`src/rtl/exe_div_unit.sv`:
```
// Multi-cycle radix-2 restoring divider for DIV/DIVU in EXE.
// Stalls the pipeline front while iterating and pulses div_valid once per result.
module exe_div_unit #(
   parameter int DIV_WIDTH = 32
) (
   input  logic                 clk,
   input  logic                 rst,
   input  logic                 div_start,
   input  logic                 div_signed,
   input  logic [DIV_WIDTH-1:0] div_opa,
   input  logic [DIV_WIDTH-1:0] div_opb,
   input  logic                 div_cancel,
   output logic                 div_stall,
   output logic                 div_busy,
   output logic                 div_valid,
   output logic [DIV_WIDTH-1:0] div_quotient,
   output logic [DIV_WIDTH-1:0] div_remainder
);

   localparam int CNT_W = $clog2(DIV_WIDTH) + 1;

   typedef enum logic [1:0] {
      S_IDLE   = 2'd0,
      S_DIVIDE = 2'd1,
      S_DONE   = 2'd2
   } state_t;

   state_t               state_q, state_d;
   logic [CNT_W-1:0]     cnt_q, cnt_d;
   logic [DIV_WIDTH-1:0] rem_q, rem_d;
   logic [DIV_WIDTH-1:0] quo_q, quo_d;
   logic [DIV_WIDTH-1:0] dvsr_q, dvsr_d;
   logic                 sgn_q, sgn_d;
   logic                 sa_q, sa_d;
   logic                 sb_q, sb_d;
   logic [DIV_WIDTH-1:0] q_out_q, q_out_d;
   logic [DIV_WIDTH-1:0] r_out_q, r_out_d;

   logic                 opa_neg, opb_neg;
   logic [DIV_WIDTH-1:0] mag_a, mag_b;
   logic [DIV_WIDTH:0]   shifted, trial;
   logic                 trial_ge;
   logic [DIV_WIDTH-1:0] step_rem, step_quo, fix_quo, fix_rem;
   logic                 accept;

   assign opa_neg = div_signed & div_opa[DIV_WIDTH-1];
   assign opb_neg = div_signed & div_opb[DIV_WIDTH-1];
   assign mag_a   = opa_neg ? (~div_opa + 1'b1) : div_opa;
   assign mag_b   = opb_neg ? (~div_opb + 1'b1) : div_opb;

   // shifted < 2*divisor, so the W+1-bit difference never wraps and its MSB is the sign.
   assign shifted  = {rem_q, quo_q[DIV_WIDTH-1]};
   assign trial    = shifted - {1'b0, dvsr_q};
   assign trial_ge = ~trial[DIV_WIDTH];
   assign step_rem = trial_ge ? trial[DIV_WIDTH-1:0] : shifted[DIV_WIDTH-1:0];
   assign step_quo = {quo_q[DIV_WIDTH-2:0], trial_ge};
   assign fix_quo  = (sgn_q && (sa_q != sb_q)) ? (~step_quo + 1'b1) : step_quo;
   assign fix_rem  = (sgn_q && sa_q) ? (~step_rem + 1'b1) : step_rem;

   assign accept = (state_q == S_IDLE) && div_start && !div_cancel;

   always_comb begin
      state_d = state_q;
      cnt_d   = cnt_q;
      rem_d   = rem_q;
      quo_d   = quo_q;
      dvsr_d  = dvsr_q;
      sgn_d   = sgn_q;
      sa_d    = sa_q;
      sb_d    = sb_q;
      q_out_d = q_out_q;
      r_out_d = r_out_q;
      case (state_q)
         S_IDLE: begin
            if (accept) begin
               sgn_d  = div_signed;
               sa_d   = opa_neg;
               sb_d   = opb_neg;
               quo_d  = mag_a;
               dvsr_d = mag_b;
               rem_d  = '0;
               cnt_d  = CNT_W'(DIV_WIDTH);
               if (div_opb == '0) begin
                  q_out_d = '1;
                  r_out_d = div_opa;
                  state_d = S_DONE;
               end else begin
                  state_d = S_DIVIDE;
               end
            end
         end
         S_DIVIDE: begin
            if (div_cancel) begin
               state_d = S_IDLE;
            end else begin
               rem_d = step_rem;
               quo_d = step_quo;
               cnt_d = cnt_q - CNT_W'(1);
               if (cnt_q == CNT_W'(1)) begin
                  q_out_d = fix_quo;
                  r_out_d = fix_rem;
                  state_d = S_DONE;
               end
            end
         end
         S_DONE: state_d = S_IDLE;
         default: state_d = S_IDLE;
      endcase
   end

   always_ff @(posedge clk or negedge rst) begin
      if (!rst) begin
         state_q <= S_IDLE;
         cnt_q   <= '0;
         rem_q   <= '0;
         quo_q   <= '0;
         dvsr_q  <= '0;
         sgn_q   <= 1'b0;
         sa_q    <= 1'b0;
         sb_q    <= 1'b0;
         q_out_q <= '0;
         r_out_q <= '0;
      end else begin
         state_q <= state_d;
         cnt_q   <= cnt_d;
         rem_q   <= rem_d;
         quo_q   <= quo_d;
         dvsr_q  <= dvsr_d;
         sgn_q   <= sgn_d;
         sa_q    <= sa_d;
         sb_q    <= sb_d;
         q_out_q <= q_out_d;
         r_out_q <= r_out_d;
      end
   end

   assign div_stall     = accept || (state_q == S_DIVIDE);
   assign div_busy      = (state_q == S_DIVIDE);
   assign div_valid     = (state_q == S_DONE);
   assign div_quotient  = q_out_q;
   assign div_remainder = r_out_q;

endmodule

```
`config.mk`:
```
export PLATFORM = sky130hd
export DESIGN_NAME = exe_div_unit
export DESIGN_NICKNAME = d
export VERILOG_FILES = /design/src/rtl/exe_div_unit.sv
export SDC_FILE = /design/constraint.sdc
export NUM_CORES = 1
export LEC_CHECK = 0
export CAP_MARGIN = 20
export CELL_PAD_IN_SITES_DETAIL_PLACEMENT = 0
export CELL_PAD_IN_SITES_GLOBAL_PLACEMENT = 1
export CORE_AREA = 2 2 216 218
export CTS_CLUSTER_SIZE = 30
export DETAILED_ROUTE_END_ITERATION = 10
export DIE_AREA = 0 0 218 220
export DONT_BUFFER_PORTS = 1
export PLACE_DENSITY = 0.6
export SYNTH_ARGS = -nofsm -noshare
export SYNTH_HDL_FRONTEND = slang
export SYNTH_SLANG_ARGS = --single-unit
```
`constraint.sdc`:
```
create_clock -name clk -period 10.55 [get_ports clk]
set_clock_uncertainty 0.2 [all_clocks]
set_input_delay 2.11 -clock clk [delete_from_list [all_inputs] [get_ports clk]]
set_output_delay 2.11 -clock clk [all_outputs]
set_load 0.01 [all_outputs]
```
* Word-level counts from Yosys, hierarchy flattened
Index checks and enable logic that the tools add are counted.
Cells by class: add/subtract/negate cells 6, eq/ne operators 9, multiplexer cells 29, bitwise logic cells 7, reduce and logical (&&, ||, !) cells 13
Operator list (number):
- 32-bit 2-to-1 mux | 17
- 32-bit one-hot mux with 2 select lines | 4
- 32-bit by 1-bit adder with 32-bit output (second input constant) | 4
- 32-bit NOT | 4
- 33-bit by 32-bit subtractor with 33-bit output | 1
- 32-bit zero test | 1
- 6-bit 2-to-1 mux | 2
- 6-bit one-hot mux with 2 select lines | 1
- 2-bit 2-to-1 mux | 4
- 6-bit by 1-bit == test with 1-bit output (second input constant) | 1
- 6-bit by 1-bit subtractor with 6-bit output (second input constant) | 1
- 5-bit AND reduction | 1
- 1-bit logical AND | 4
- 2-bit by 1-bit inequality test with 1-bit output (second input constant) | 2
- 2-bit inequality test (second input constant) | 2
- 2-bit one-hot mux with 2 select lines | 1
- 2-bit AND reduction | 2
- 3-bit by 2-bit inequality test with 1-bit output (second input constant) | 1
- 3-bit AND reduction | 1
- 1-bit AND | 2
- 2-bit by 1-bit == test with 1-bit output (second input constant) | 1
- 2-bit == test (second input constant) | 1
- 2-bit zero test | 1
- 2-bit nonzero test | 1
- 4 further kinds | 4
Word-level totals: register bits after elaboration 171, bits of input ports 69, word-level logic and storage cells 74

* Logic depth before layout (Yosys ltp)
Gate-level depths: netlist of run 1.
word-level depth 8, gate-level depth with buffers 23

* Worst setup path after synthesis of run 1
No wires, ideal clock.
kind input to output, start point input port div_cancel, end point output port div_stall, arrival 2.887 ns, required time 8.240 ns, slack 5.353 ns, stages 4, buffers on the path 2, cell sequence nand3b_1 -> clkbuf_1 -> clkbuf_1 -> nand2_1
On the way: longest elaborated chain between the ends 3
Ends and longest elaborated chain:
- start, declared | RTL line 12 | input logic div_cancel,
- 1-bit zero test | RTL line 60 | assign accept = (state_q == S_IDLE) && div_start && !div_cancel;
- 1-bit logical AND | RTL line 60
- 1-bit logical OR | RTL line 137 | assign div_stall = accept || (state_q == S_DIVIDE);
- end, declared | RTL line 13 | output logic div_stall,
Every way passes these cells.

* Worst setup path in the final report of run 1
start point register rem_q[6], end point register r_out_q[26], in the netlist div_remainder[26]
On the way: longest elaborated chain between the ends 8
Ends and longest elaborated chain:
- start, declared | RTL line 30 | logic [DIV_WIDTH-1:0] rem_q, rem_d;
- start signal, assigned | RTL line 126 | rem_q <= rem_d;
- 33-bit by 32-bit subtractor with 33-bit output | RTL line 53 | assign trial = shifted - {1'b0, dvsr_q};
- 32-bit 2-to-1 mux * | RTL line 55 | assign step_rem = trial_ge ? trial[DIV_WIDTH-1:0] : shifted[DIV_WIDTH-1:0];
- 32-bit NOT | RTL line 58 | assign fix_rem = (sgn_q && sa_q) ? (~step_rem + 1'b1) : step_rem;
- 32-bit by 1-bit adder with 32-bit output | RTL line 58
- 32-bit 2-to-1 mux * | RTL line 58
- 32-bit 2-to-1 mux * | RTL line 99 | if (cnt_q == CNT_W'(1)) begin
- 32-bit 2-to-1 mux * | RTL line 93 | if (div_cancel) begin
- 32-bit one-hot mux with 2 select lines * | RTL line 73 | case (state_q)
- end signal, assigned | RTL line 133 | r_out_q <= r_out_d;
- end, declared | RTL line 37 | logic [DIV_WIDTH-1:0] r_out_q, r_out_d;
Every way passes the cells marked *; elsewhere a longest branch is shown, timed or not. The select of a mux whose other input is x is not followed. A chain may end at the register's enable or synchronous reset.

==> impl_metrics.csv, run 1 <==
group,metric,value,unit
yosys,ys_dominant_reg_cell,"sky130_fd_sc_hd__dfrtp_1",
detailed_routing,final_antenna_net_count,0,
yosys,ys_async_sr_fraction,100.0,%
setup_path,crit_path_start_kind,"flip-flop",
yosys,synth.largest_area_cell,"sky130_fd_sc_hd__dfrtp_1",
yosys,synth.area.top_cells,"sky130_fd_sc_hd__dfrtp_1, sky130_fd_sc_hd__a21oi_1, sky130_fd_sc_hd__o21ai_0",
sta,totalNegativeSetupSlack,0,ns
cts,tritoncts,"built",
detailed_routing,post_drt_via_cell_ratio,5.039,
layout,antenna_cells_inserted,0,
global_routing,track_usage,16.22,%
cts,cts_made_buffers,17,
yosys,yosys.cell_types.count,88,
cts,clk_transition_reported_paths,0.08,ns
setup_path,critical_path.max_stage_delay,0.71,ns
die,die_h,220,µm
detailed_routing,route.detailed.drc,0,
power,power_switching_share,52.74,%
layout,layout_common_cells,"sky130_fd_sc_hd__nand2_1, sky130_fd_sc_hd__dfrtp_1, sky130_fd_sc_hd__a21oi_1",
cts,h-tree-depth,4,
place,gp_congestion,0.8174,
sta,worst_pin_slew,0.9774,ns
place,post-dp-hpwl,29150,µm
yosys,synth.top_cell.area_share,34.97,%
detailed_routing,drt-pass1-iter-count,6,
layout,layout_commonest_cell,"sky130_fd_sc_hd__nand2_1",
setup_path,crit_path_end_kind,"flip-flop",
setup_path,crit_path_cell_trace,"ha_1, nand4_2, nor3_4, o21ai_2, a2111oi_4, nor3_4, nor2_8, inv_2, mux2i_1, ha_1, nand2b_1, or3_1, nor3_1, nand3_1, o31ai_4, a31oi_1, xor2_1, a21oi_1",
sta,part_of_the_cycle_the_worst_path_needs,59.23,%
cts,post_cts_resize_count,0,
yosys,post_synth_inst_count,1502,
setup_path,max_fanout_on_critical_path,52,
die,starting_density_of_the_core,26.68,%
yosys,ys_seq_elements,171,
power,power.internal,2.394,mW
global_routing,pin_count_of_the_biggest_net_entering_global_routing,172,
power,p_switching,2.672,mW
power,comb_power_share,61.5,%
layout,post_route_cells_drive_above_1_share,5.858,%
status,run_status,"finished, final reports clean",
yosys,yosysSeqAreaShare,34.97,%
sta,grt_setup_unrepaired,"no",
setup_path,worst_path_max_delay_cell,"sky130_fd_sc_hd__nor2_8",
place,placedInstanceArea,12740,µm²
setup_path,critical_path_buffers_and_inverters,1,
die,chipWidth,218,µm
die,fp.dieArea,47960,µm²
cts,clock-sinks,171,
yosys,netlist_area,12240,µm²
sta,timing.max_slew.rel_slack,34.84,%
global_routing,grt_antenna_before_repair,0,
die,rows,79,
detailed_routing,drt_iter0_drc,633,
sta,timing.final.crit_period,6.249,ns
setup_path,crit_arrival,6.37,ns
cts,clk_path_buf_depth,2,
setup_path,required,10.67,ns
setup_path,critical_path_class,"reg -> reg",
sta,maxSlewViolCount,0,
setup_path,crit_family,"simple AND/OR/NAND/NOR gates",
cts,holdBufCountCts,0,
power,leakagePower,5.302,nW
detailed_routing,drt-wirelength-per-cell,18.60,µm
yosys,synth_enable_flop_cells,0,
power,maximum_vdd_drop,0.0002170,V
cts,ctsRootBufferMaster,"sky130_fd_sc_hd__clkbuf_16",
global_routing,grt-ovfl-total,0,
yosys,synthesis.nets,1610,
cts,clkLatencyLatePin,0.46,ns
sta,setup_viol,0,
yosys,avgSynthCellArea,8.146,µm²
detailed_routing,routed_wl,38600,µm
power,pwr-share-clk,12.2,%
hold_path,worst_hold_path_type,"reg -> reg",
sta,maxClockFrequency,0.1600,GHz
global_routing,wire_length_of_the_first_global_routing_pass,60090,µm
die,fp.coreArea,45860,µm²
layout,finish.instance_area,13320,µm²
power,p_per_area,380.2,nW/µm²
place,place.port_buffers,0,
cts,cts_post_setup_buffers_inserted,0,
detailed_routing,detailroute.via_count,10460,
global_routing,first_global_vias,9967,
yosys,yosys_warnings,0,
layout,nets,1563,
sta,finalHoldViolCount,0,
power,register_share_of_total_power,26.2,%
die,num_io_pins,136,
layout,layout-area-overhead-vs-synth,8.887,%
flow_run,max_cap_violations,0,
sta,hold_ws,0.2800,ns
[final timing paths]
check | from | endpoint | slack, ns | cells past startpoint
setup / recovery | rem_q[6] | div_remainder[26] | 4.30 | 18
hold / removal | dvsr_q[7] | dvsr_q[7] | 0.28 | 2
setup reg to reg | rem_q[6] | div_remainder[26] | 4.30 | 18
hold reg to reg | dvsr_q[7] | dvsr_q[7] | 0.28 | 2
max in group asynchronous | rst | rem_q[27] | 8.81 | 0
min in group asynchronous | rst | quo_q[1] | 1.14 | 0
[cell type report]
type,instances,area [µm²]
repair buffers,9,80.08
fillers,5031,32540
clock buffers,17,425.4
inverters,54,202.7
well taps,607,759.5
multi-input cells,1202,7436
flip-flops and latches,171,4279
clock inverters,15,140.1
[power by group through the flow]
stage,clock network [mW],logic (mW),registers [mW]
2_1_floorplan,0,2.44,1.20
4_1_cts,0.638,3.11,1.34
5_1_grt,0.665,3.49,1.38
6_report,0.619,3.12,1.33
3_5_place_dp,0,3.09,1.35
3_3_place_gp,0,3.07,1.34
[logic make-up (layout without fill, tap and decap cells)]
kind of cell / Yosys count / count (layout) / share of synthesized area [%]
and+or+nand+nor: 515 / 515 / 20.17
AOI/OAI and AO/OA: 486 / 486 / 24.60
DFF: 171 / 171 / 34.97
xor gates and xnor gates: 139 / 139 / 9.950
buffers and inverters: 129 / 95 / 4.356
adders and majority gates: 39 / 39 / 4.050
muxes: 23 / 23 / 1.902
[registers in the layout (all words and copies together) (netlist names)]
name           count
div_quotient      32
div_remainder     32
dvsr_q            32
quo_q             32
rem_q             32
cnt_q              6
state_q            2
sa_q               1
sb_q               1
sgn_q              1
[Yosys cell counts (11+ instances only)]
library cell,instances
sky130_fd_sc_hd__ha_1,38
sky130_fd_sc_hd__inv_1,52
sky130_fd_sc_hd__nor2_1,157
sky130_fd_sc_hd__xnor2_1,52
sky130_fd_sc_hd__xor2_1,87
sky130_fd_sc_hd__mux2i_1,21
sky130_fd_sc_hd__clkbuf_1,53
sky130_fd_sc_hd__nand2_1,179
sky130_fd_sc_hd__a31oi_1,21
sky130_fd_sc_hd__and3_1,19
sky130_fd_sc_hd__o31ai_1,25
sky130_fd_sc_hd__nand3_1,21
sky130_fd_sc_hd__dfrtp_1,171
sky130_fd_sc_hd__or3_1,35
sky130_fd_sc_hd__or4_1,11
sky130_fd_sc_hd__nor3_1,24
sky130_fd_sc_hd__a21o_1,15
sky130_fd_sc_hd__a21oi_1,159
sky130_fd_sc_hd__o21ai_0,155
sky130_fd_sc_hd__a211oi_1,13
sky130_fd_sc_hd__and2_1,12
[worst register-to-register path: stages (launching register included)]
cell and delay (ns):
sky130_fd_sc_hd__dfrtp_1 0.48, sky130_fd_sc_hd__ha_1 0.46, sky130_fd_sc_hd__nand4_2 0.19, sky130_fd_sc_hd__nor3_4 0.38, sky130_fd_sc_hd__o21ai_2 0.16, sky130_fd_sc_hd__a2111oi_4 0.57
sky130_fd_sc_hd__nor3_4 0.17, sky130_fd_sc_hd__nor2_8 0.71, sky130_fd_sc_hd__inv_2 0.56, sky130_fd_sc_hd__mux2i_1 0.40, sky130_fd_sc_hd__ha_1 0.33, sky130_fd_sc_hd__nand2b_1 0.14
sky130_fd_sc_hd__or3_1 0.32, sky130_fd_sc_hd__nor3_1 0.22, sky130_fd_sc_hd__nand3_1 0.17, sky130_fd_sc_hd__o31ai_4 0.17, sky130_fd_sc_hd__a31oi_1 0.18, sky130_fd_sc_hd__xor2_1 0.23
sky130_fd_sc_hd__a21oi_1 0.10
[through the flow]
step	utilization (%)	cells	total power, mW	setup slack (ns)
global placement	27.77	2042	4.410	3.505
floorplan	-	1502	3.641	5.353
finish	29.05	2075	5.066	4.301
detailed placement	27.77	2042	4.440	3.422
CTS	29.00	2074	5.081	3.884
global route	29.05	2075	5.532	3.792
[layer usage]
layer	part of all wire (%)	up-vias	global-route usage (%)
met5	0	-	0
met4	1.0	0	3.379
met3	4.5	20	3.727
met2	45	182	25.39
met1	50	4980	22.71
li1	-	5273	-
Power figures use the tool's default switching activity.
==> run 2, diff against run 1 <==
PLACE_DENSITY = 0.62   (was 0.6)
clock period = 5.35 ns   (was 10.55 ns; I/O delays follow)
==> run 2 against run 1 <==
  * Largest power group unchanged
  * Wire length up 1.2%
  * Flip-flop and latch count stayed put
  * Register-to-register slack got worse by 3.9 ns
  * Via count up 0.75%
  * Combinational power increased by 100%
  * Critical path type unchanged
  * Largest cell class unchanged
  * Core utilization rose by 0.27 points
  * Power rose by 100%
  * Final cell count is 0.58% higher
  * Clock power increased by 110%
  * Critical path depth increased by 4
==> impl_metrics.csv, run 2 (synthesis gave the netlist of run 1 again) <==
group,metric,value,unit
sta,hold_ws,0.1211,ns
place,place.port_buffers,0,
cts,clk_transition_reported_paths,0.08,ns
die,fp.dieArea,47960,µm²
layout,nets,1575,
global_routing,pin_count_of_the_biggest_net_entering_global_routing,172,
detailed_routing,drt_iter0_drc,629,
global_routing,first_global_vias,10010,
global_routing,grt_antenna_before_repair,0,
global_routing,grt-ovfl-total,0,
layout,regArea,4279,µm²
place,post-dp-hpwl,29450,µm
detailed_routing,route.detailed.drc,0,
sta,timing.max_slew.rel_slack,35.78,%
setup_path,timing.rr.end,"div_quotient[28]",
setup_path,critical_path.max_stage_delay,0.45,ns
setup_path,worst_r2r_startpoint,"quo_q[31]",
detailed_routing,final_antenna_net_count,0,
power,leakagePower,5.375,nW
layout,antenna_cells_inserted,0,
detailed_routing,post_drt_via_cell_ratio,5.047,
die,fp.coreArea,45860,µm²
setup_path,required,5.45,ns
setup_path,worst_path_max_delay_cell,"sky130_fd_sc_hd__or3_1",
sta,part_of_the_cycle_the_worst_path_needs,91.99,%
setup_path,crit_path_cell_trace,"inv_1, ha_1, inv_1, fa_1, a211oi_2, nor3_4, o21ai_2, a2111oi_4, buf_4, nor3_4, nor2_8, inv_2, buf_6, ha_1, nand2b_1, or3_1, nor2_1, nand2_1, nor2_1, a21oi_1, xnor2_1, a21oi_1",
setup_path,r2r_setup_slack,0.43,ns
layout,layout_commonest_cell,"sky130_fd_sc_hd__nand2_1",
setup_path,crit_path_start_kind,"flip-flop",
cts,holdBufCountCts,0,
cts,ctsRootBufferMaster,"sky130_fd_sc_hd__clkbuf_16",
sta,worst_pin_slew,0.9610,ns
setup_path,critical_path_class,"reg -> reg",
sta,finalHoldViolCount,0,
sta,timing.final.crit_period,4.921,ns
die,rows,79,
cts,clkLatencyLatePin,0.45,ns
setup_path,crit_arrival,5.02,ns
detailed_routing,drt-wirelength-per-cell,18.71,µm
layout,post_route_cells_drive_above_1_share,6.757,%
setup_path,worst-r2r-cell-count,22,
layout,multi_input_gate_area_in_the_final_layout,7445,µm²
layout,layout.core_utilization,29.32,%
cts,tritoncts,"built",
global_routing,wire_length_of_the_first_global_routing_pass,60430,µm
global_routing,track_usage,16.24,%
sta,totalNegativeSetupSlack,0,ns
hold_path,worst_hold_path_type,"in -> async",
place,place.detailed.instances,2054,
layout,finish.instance_area,13450,µm²
detailed_routing,detailroute.via_count,10530,
cts,h-tree-depth,4,
place,gp_congestion,0.8626,
layout,finalNonFillerCells,2087,
layout,final.fill_count,4954,
power,maximum_vdd_drop,0.0004213,V
sta,maxClockFrequency,0.2032,GHz
place,placedInstanceArea,12840,µm²
die,chipWidth,218,µm
power,p_per_area,757.4,nW/µm²
sta,setup_viol,0,
status,run_status,"finished, final reports clean",
die,die_h,220,µm
sta,maxSlewViolCount,0,
setup_path,crit_path_end_kind,"flip-flop",
layout,layout_common_cells,"sky130_fd_sc_hd__nand2_1, sky130_fd_sc_hd__dfrtp_1, sky130_fd_sc_hd__a21oi_1",
cts,clock-sinks,171,
detailed_routing,drt-pass1-iter-count,5,
flow_run,max_cap_violations,0,
cts,clk_path_buf_depth,2,
cts,cts_made_buffers,17,
die,starting_density_of_the_core,26.68,%
sta,grt_setup_unrepaired,"no",
die,num_io_pins,136,
detailed_routing,routed_wl,39050,µm
setup_path,max_fanout_on_critical_path,29,
layout,layout-area-overhead-vs-synth,9.909,%
[run 2: changes by cell type in the layout (fill, tap and decap cells not counted), moves of 2 or more]
cell	before	now
sky130_fd_sc_hd__buf_4	8	19
sky130_fd_sc_hd__clkinv_8	2	0
sky130_fd_sc_hd__inv_6	2	5
sky130_fd_sc_hd__bufinv_16	0	2
sky130_fd_sc_hd__clkinv_4	4	2
[run 2: how the worst max path moves through the flow]
stage / to / start / slack (ns) / depth (start not counted)
after floorplan: div_remainder[22] / quo_q[31] / 0.75 / 23
after global placement: div_quotient[30] / rem_q[6] / 0.37 / 18
after detailed placement: div_quotient[30] / rem_q[6] / 0.28 / 18
after CTS: div_quotient[30] / rem_q[6] / 0.24 / 18
after global routing: div_remainder[30] / quo_q[31] / 0.04 / 23
final: div_quotient[28] / quo_q[31] / 0.43 / 22
[run 2: critical path, delay by kind of cell, from the launching register on]
family | cells | cell delay, ns
AOI/OAI and AO/OA | 5 | 0.90
xor gates and xnor gates | 1 | 0.17
adders and majority gates | 3 | 0.84
buffers and inverters | 5 | 0.72
DFF | 1 | 0.40
and+or+nand+nor | 8 | 1.54
[run 2: area by class of cell]
class | count | share of cell area (%)
Multi-Input combinational cell | 1202 | 55.36
Sequential cell | 171 | 31.82
Tap cell | 607 | 5.648
Clock buffer | 17 | 3.163
Inverter | 54 | 1.507
Timing Repair Buffer | 21 | 1.293
Clock inverter | 15 | 1.210
[run 2: timing repair]
action	CTS	global route
buffers inserted	0	1
endpoints found under the setup margin	0	10
hold endpoints to repair	0	0
gates resized for setup	0	4
[run 2: report_power, final]
group	internal [mW]	switching, mW
Combinational	2.33	3.97
Sequential	1.86	0.730
Clock	0.698	0.592
Total	4.89	5.29
[run 2: metal layers]
metal  up-vias  routed length (µm)  GRT usage [%]
li1       5285                   -              -
met1      4993               18960          22.86
met2       236               17190          25.16
met3        19                2411          3.796
met4         0                 490          3.537
met5         -                   0              0
[run 2: through the flow]
step | setup WS [ns] | power, mW
2_1_floorplan | 0.7465 | 7.180
3_3_place_gp | 0.3749 | 8.841
3_5_place_dp | 0.2781 | 8.866
4_1_cts | 0.2399 | 10.20
5_1_grt | 0.03762 | 11.09
6_report | 0.4288 | 10.19
==> run 3, diff against run 2 <==
CELL_PAD_IN_SITES_DETAIL_PLACEMENT = default   (was 0)
CELL_PAD_IN_SITES_GLOBAL_PLACEMENT = default   (was 1)
CORE_AREA = 2 2 168 170   (was 2 2 216 218)
CTS_CLUSTER_SIZE = 28   (was 30)
DIE_AREA = 0 0 170 172   (was 0 0 218 220)
PLACE_DENSITY = 0.72   (was 0.62)
==> run 3 against run 2 <==
  * Flip-flop and latch count stayed put
  * Sequential power hardly changed
  * Clock power is 3% higher
  * Global-route usage is 7.4 points higher
  * Clock-buffer cell count stayed put
  * Maximum frequency is 0.37% lower
  * Design area is 2.1% lower
==> impl_metrics.csv, run 3 (synthesis gave the netlist of run 1 again) <==
group,metric,value,unit
cts,ctsRootBufferMaster,"sky130_fd_sc_hd__clkbuf_16",
die,chipWidth,170,µm
layout,multi_input_gate_area_in_the_final_layout,7450,µm²
detailed_routing,detailroute.via_count,10730,
sta,totalNegativeSetupSlack,0,ns
detailed_routing,drt-pass1-iter-count,7,
sta,finalHoldViolCount,0,
sta,final.setup.worst_slack,0.4104,ns
layout,regArea,4279,µm²
die,fp.coreArea,27480,µm²
setup_path,worst-r2r-cell-count,21,
setup_path,required,5.53,ns
place,gp_congestion,0.9665,
setup_path,max_fanout_on_critical_path,9,
power,pwr-share-clk,13.1,%
sta,setup_viol,0,
layout,nets,1575,
sta,part_of_the_cycle_the_worst_path_needs,92.33,%
layout,layout-area-overhead-vs-synth,7.547,%
setup_path,crit_arrival,5.11,ns
detailed_routing,route.detailed.drc,0,
cts,cts_made_buffers,17,
sta,hold_ws,0.1250,ns
cts,clk_transition_reported_paths,0.08,ns
global_routing,pin_count_of_the_biggest_net_entering_global_routing,172,
die,num_io_pins,136,
setup_path,crit_path_end_kind,"flip-flop",
power,comb_power_share,61.7,%
cts,clkLatencyLatePin,0.44,ns
sta,worst_pin_slew,0.9594,ns
setup_path,critical_path_class,"reg -> reg",
place,place.port_buffers,0,
detailed_routing,drt-wirelength-per-cell,18.58,µm
power,p_per_area,771.8,nW/µm²
detailed_routing,drt_iter0_drc,930,
detailed_routing,routed_wl,33930,µm
cts,tritoncts,"built",
global_routing,track_usage,23.65,%
sta,timing.final.crit_period,4.940,ns
die,fp.dieArea,29240,µm²
sta,timing.max_slew.rel_slack,36.04,%
die,die_h,172,µm
layout,layout_commonest_cell,"sky130_fd_sc_hd__nand2_1",
place,place.detailed.instances,1791,
cts,h-tree-depth,4,
detailed_routing,post_drt_via_cell_ratio,5.874,
hold_path,worst_hold_path_type,"in -> async",
place,post-dp-hpwl,25380,µm
die,starting_density_of_the_core,44.53,%
power,register_share_of_total_power,25.3,%
cts,clk_path_buf_depth,2,
layout,final.fill_count,2649,
layout,post_route_cells_drive_above_1_share,6.757,%
sta,maxSlewViolCount,0,
cts,clock-sinks,171,
power,power.internal,4.905,mW
layout,antenna_cells_inserted,0,
global_routing,grt-ovfl-total,0,
setup_path,crit_path_start_kind,"flip-flop",
global_routing,first_global_vias,10160,
status,run_status,"finished, final reports clean",
die,rows,61,
cts,holdBufCountCts,0,
sta,maxClockFrequency,0.2024,GHz
power,p_switching,5.251,mW
layout,finalNonFillerCells,1826,
global_routing,grt_antenna_before_repair,0,
power,maximum_vdd_drop,0.0005212,V
power,leakagePower,5.387,nW
sta,grt_setup_unrepaired,"no",
power,power_switching_share,51.70,%
place,placement.setup.worst_slack,0.3615,ns
layout,layout_common_cells,"sky130_fd_sc_hd__nand2_1, sky130_fd_sc_hd__dfrtp_1, sky130_fd_sc_hd__a21oi_1",
global_routing,wire_length_of_the_first_global_routing_pass,54740,µm
detailed_routing,final_antenna_net_count,0,
flow_run,max_cap_violations,0,
-- run 3: changes by cell type in the layout (fill, tap and decap cells not counted), sizes merged --
cell | previous run | this run
inv | 60 | 62
clkinvlp | 2 | 0
-- run 3: path summary, 6_finish.rpt --
path / startpoint / to / slack [ns]
worst max-delay path: quo_q[31] / div_remainder[22] / 0.41
min in group clk: dvsr_q[23] / dvsr_q[23] / 0.28
worst min register to register: dvsr_q[23] / dvsr_q[23] / 0.28
worst min-delay path: rst / div_quotient[6] / 0.13
worst max register to register: quo_q[31] / div_remainder[22] / 0.41
max in group asynchronous: rst / dvsr_q[28] / 4.47
-- run 3: layout make-up --
type / instances / area share [%]
tap: 346 / 3.290
sequential: 171 / 32.52
clock inverter: 15 / 1.512
inverter: 54 / 1.540
timing repair buffer: 21 / 1.293
multi-input combinational: 1202 / 56.61
clock buffer: 17 / 3.233
-- run 3: timing repair --
| action | in CTS | in global routing |
|---|---|---|
| buffers inserted | 0 | 3 |
| endpoints found under the setup margin | 0 | 6 |
| resized for setup | 0 | 4 |
-- run 3: critical path, stage by stage, from the launching register on --
cell and delay, ns:
sky130_fd_sc_hd__dfrtp_1 0.39, sky130_fd_sc_hd__inv_1 0.09, sky130_fd_sc_hd__ha_1 0.17, sky130_fd_sc_hd__inv_1 0.05
sky130_fd_sc_hd__fa_1 0.42, sky130_fd_sc_hd__a211oi_2 0.34, sky130_fd_sc_hd__nor3_4 0.12, sky130_fd_sc_hd__o21ai_2 0.24
sky130_fd_sc_hd__a2111oi_4 0.15, sky130_fd_sc_hd__nor3_4 0.38, sky130_fd_sc_hd__nor2_8 0.04, sky130_fd_sc_hd__inv_2 0.17
sky130_fd_sc_hd__mux2i_2 0.29, sky130_fd_sc_hd__ha_1 0.30, sky130_fd_sc_hd__nand2b_1 0.13, sky130_fd_sc_hd__or3_1 0.31
sky130_fd_sc_hd__nor3_1 0.21, sky130_fd_sc_hd__nand3_1 0.16, sky130_fd_sc_hd__o31ai_4 0.13, sky130_fd_sc_hd__a21oi_1 0.14
sky130_fd_sc_hd__or3_1 0.35, sky130_fd_sc_hd__nand3_1 0.07
-- run 3: routing by layer --
metal | global-route usage, % | up-vias | part of all wire, %
met5 | 0 | - | 0
met4 | 7.692 | 0 | 2.5
met3 | 6.317 | 47 | 7.9
met2 | 37.04 | 392 | 44
met1 | 31.90 | 5001 | 46
li1 | - | 5286 | -
-- run 3: through the flow --
stage	total power [mW]	util, %	instance area, µm²
floorplan	7.180	-	12240
global placement	8.549	45.48	12500
detailed placement	8.646	45.48	12500
CTS	10.02	47.75	13120
global route	10.99	47.89	13160
finish	10.16	47.89	13160
-- run 3: power by group through the flow --
stage	Clock (mW)	Sequential, mW	Combinational (mW)
after detailed placement	0	2.58	6.06
after global placement	0	2.55	6.00
after CTS	1.34	2.56	6.12
after floorplan	0	2.36	4.82
after global routing	1.40	2.66	6.93
final	1.33	2.57	6.26
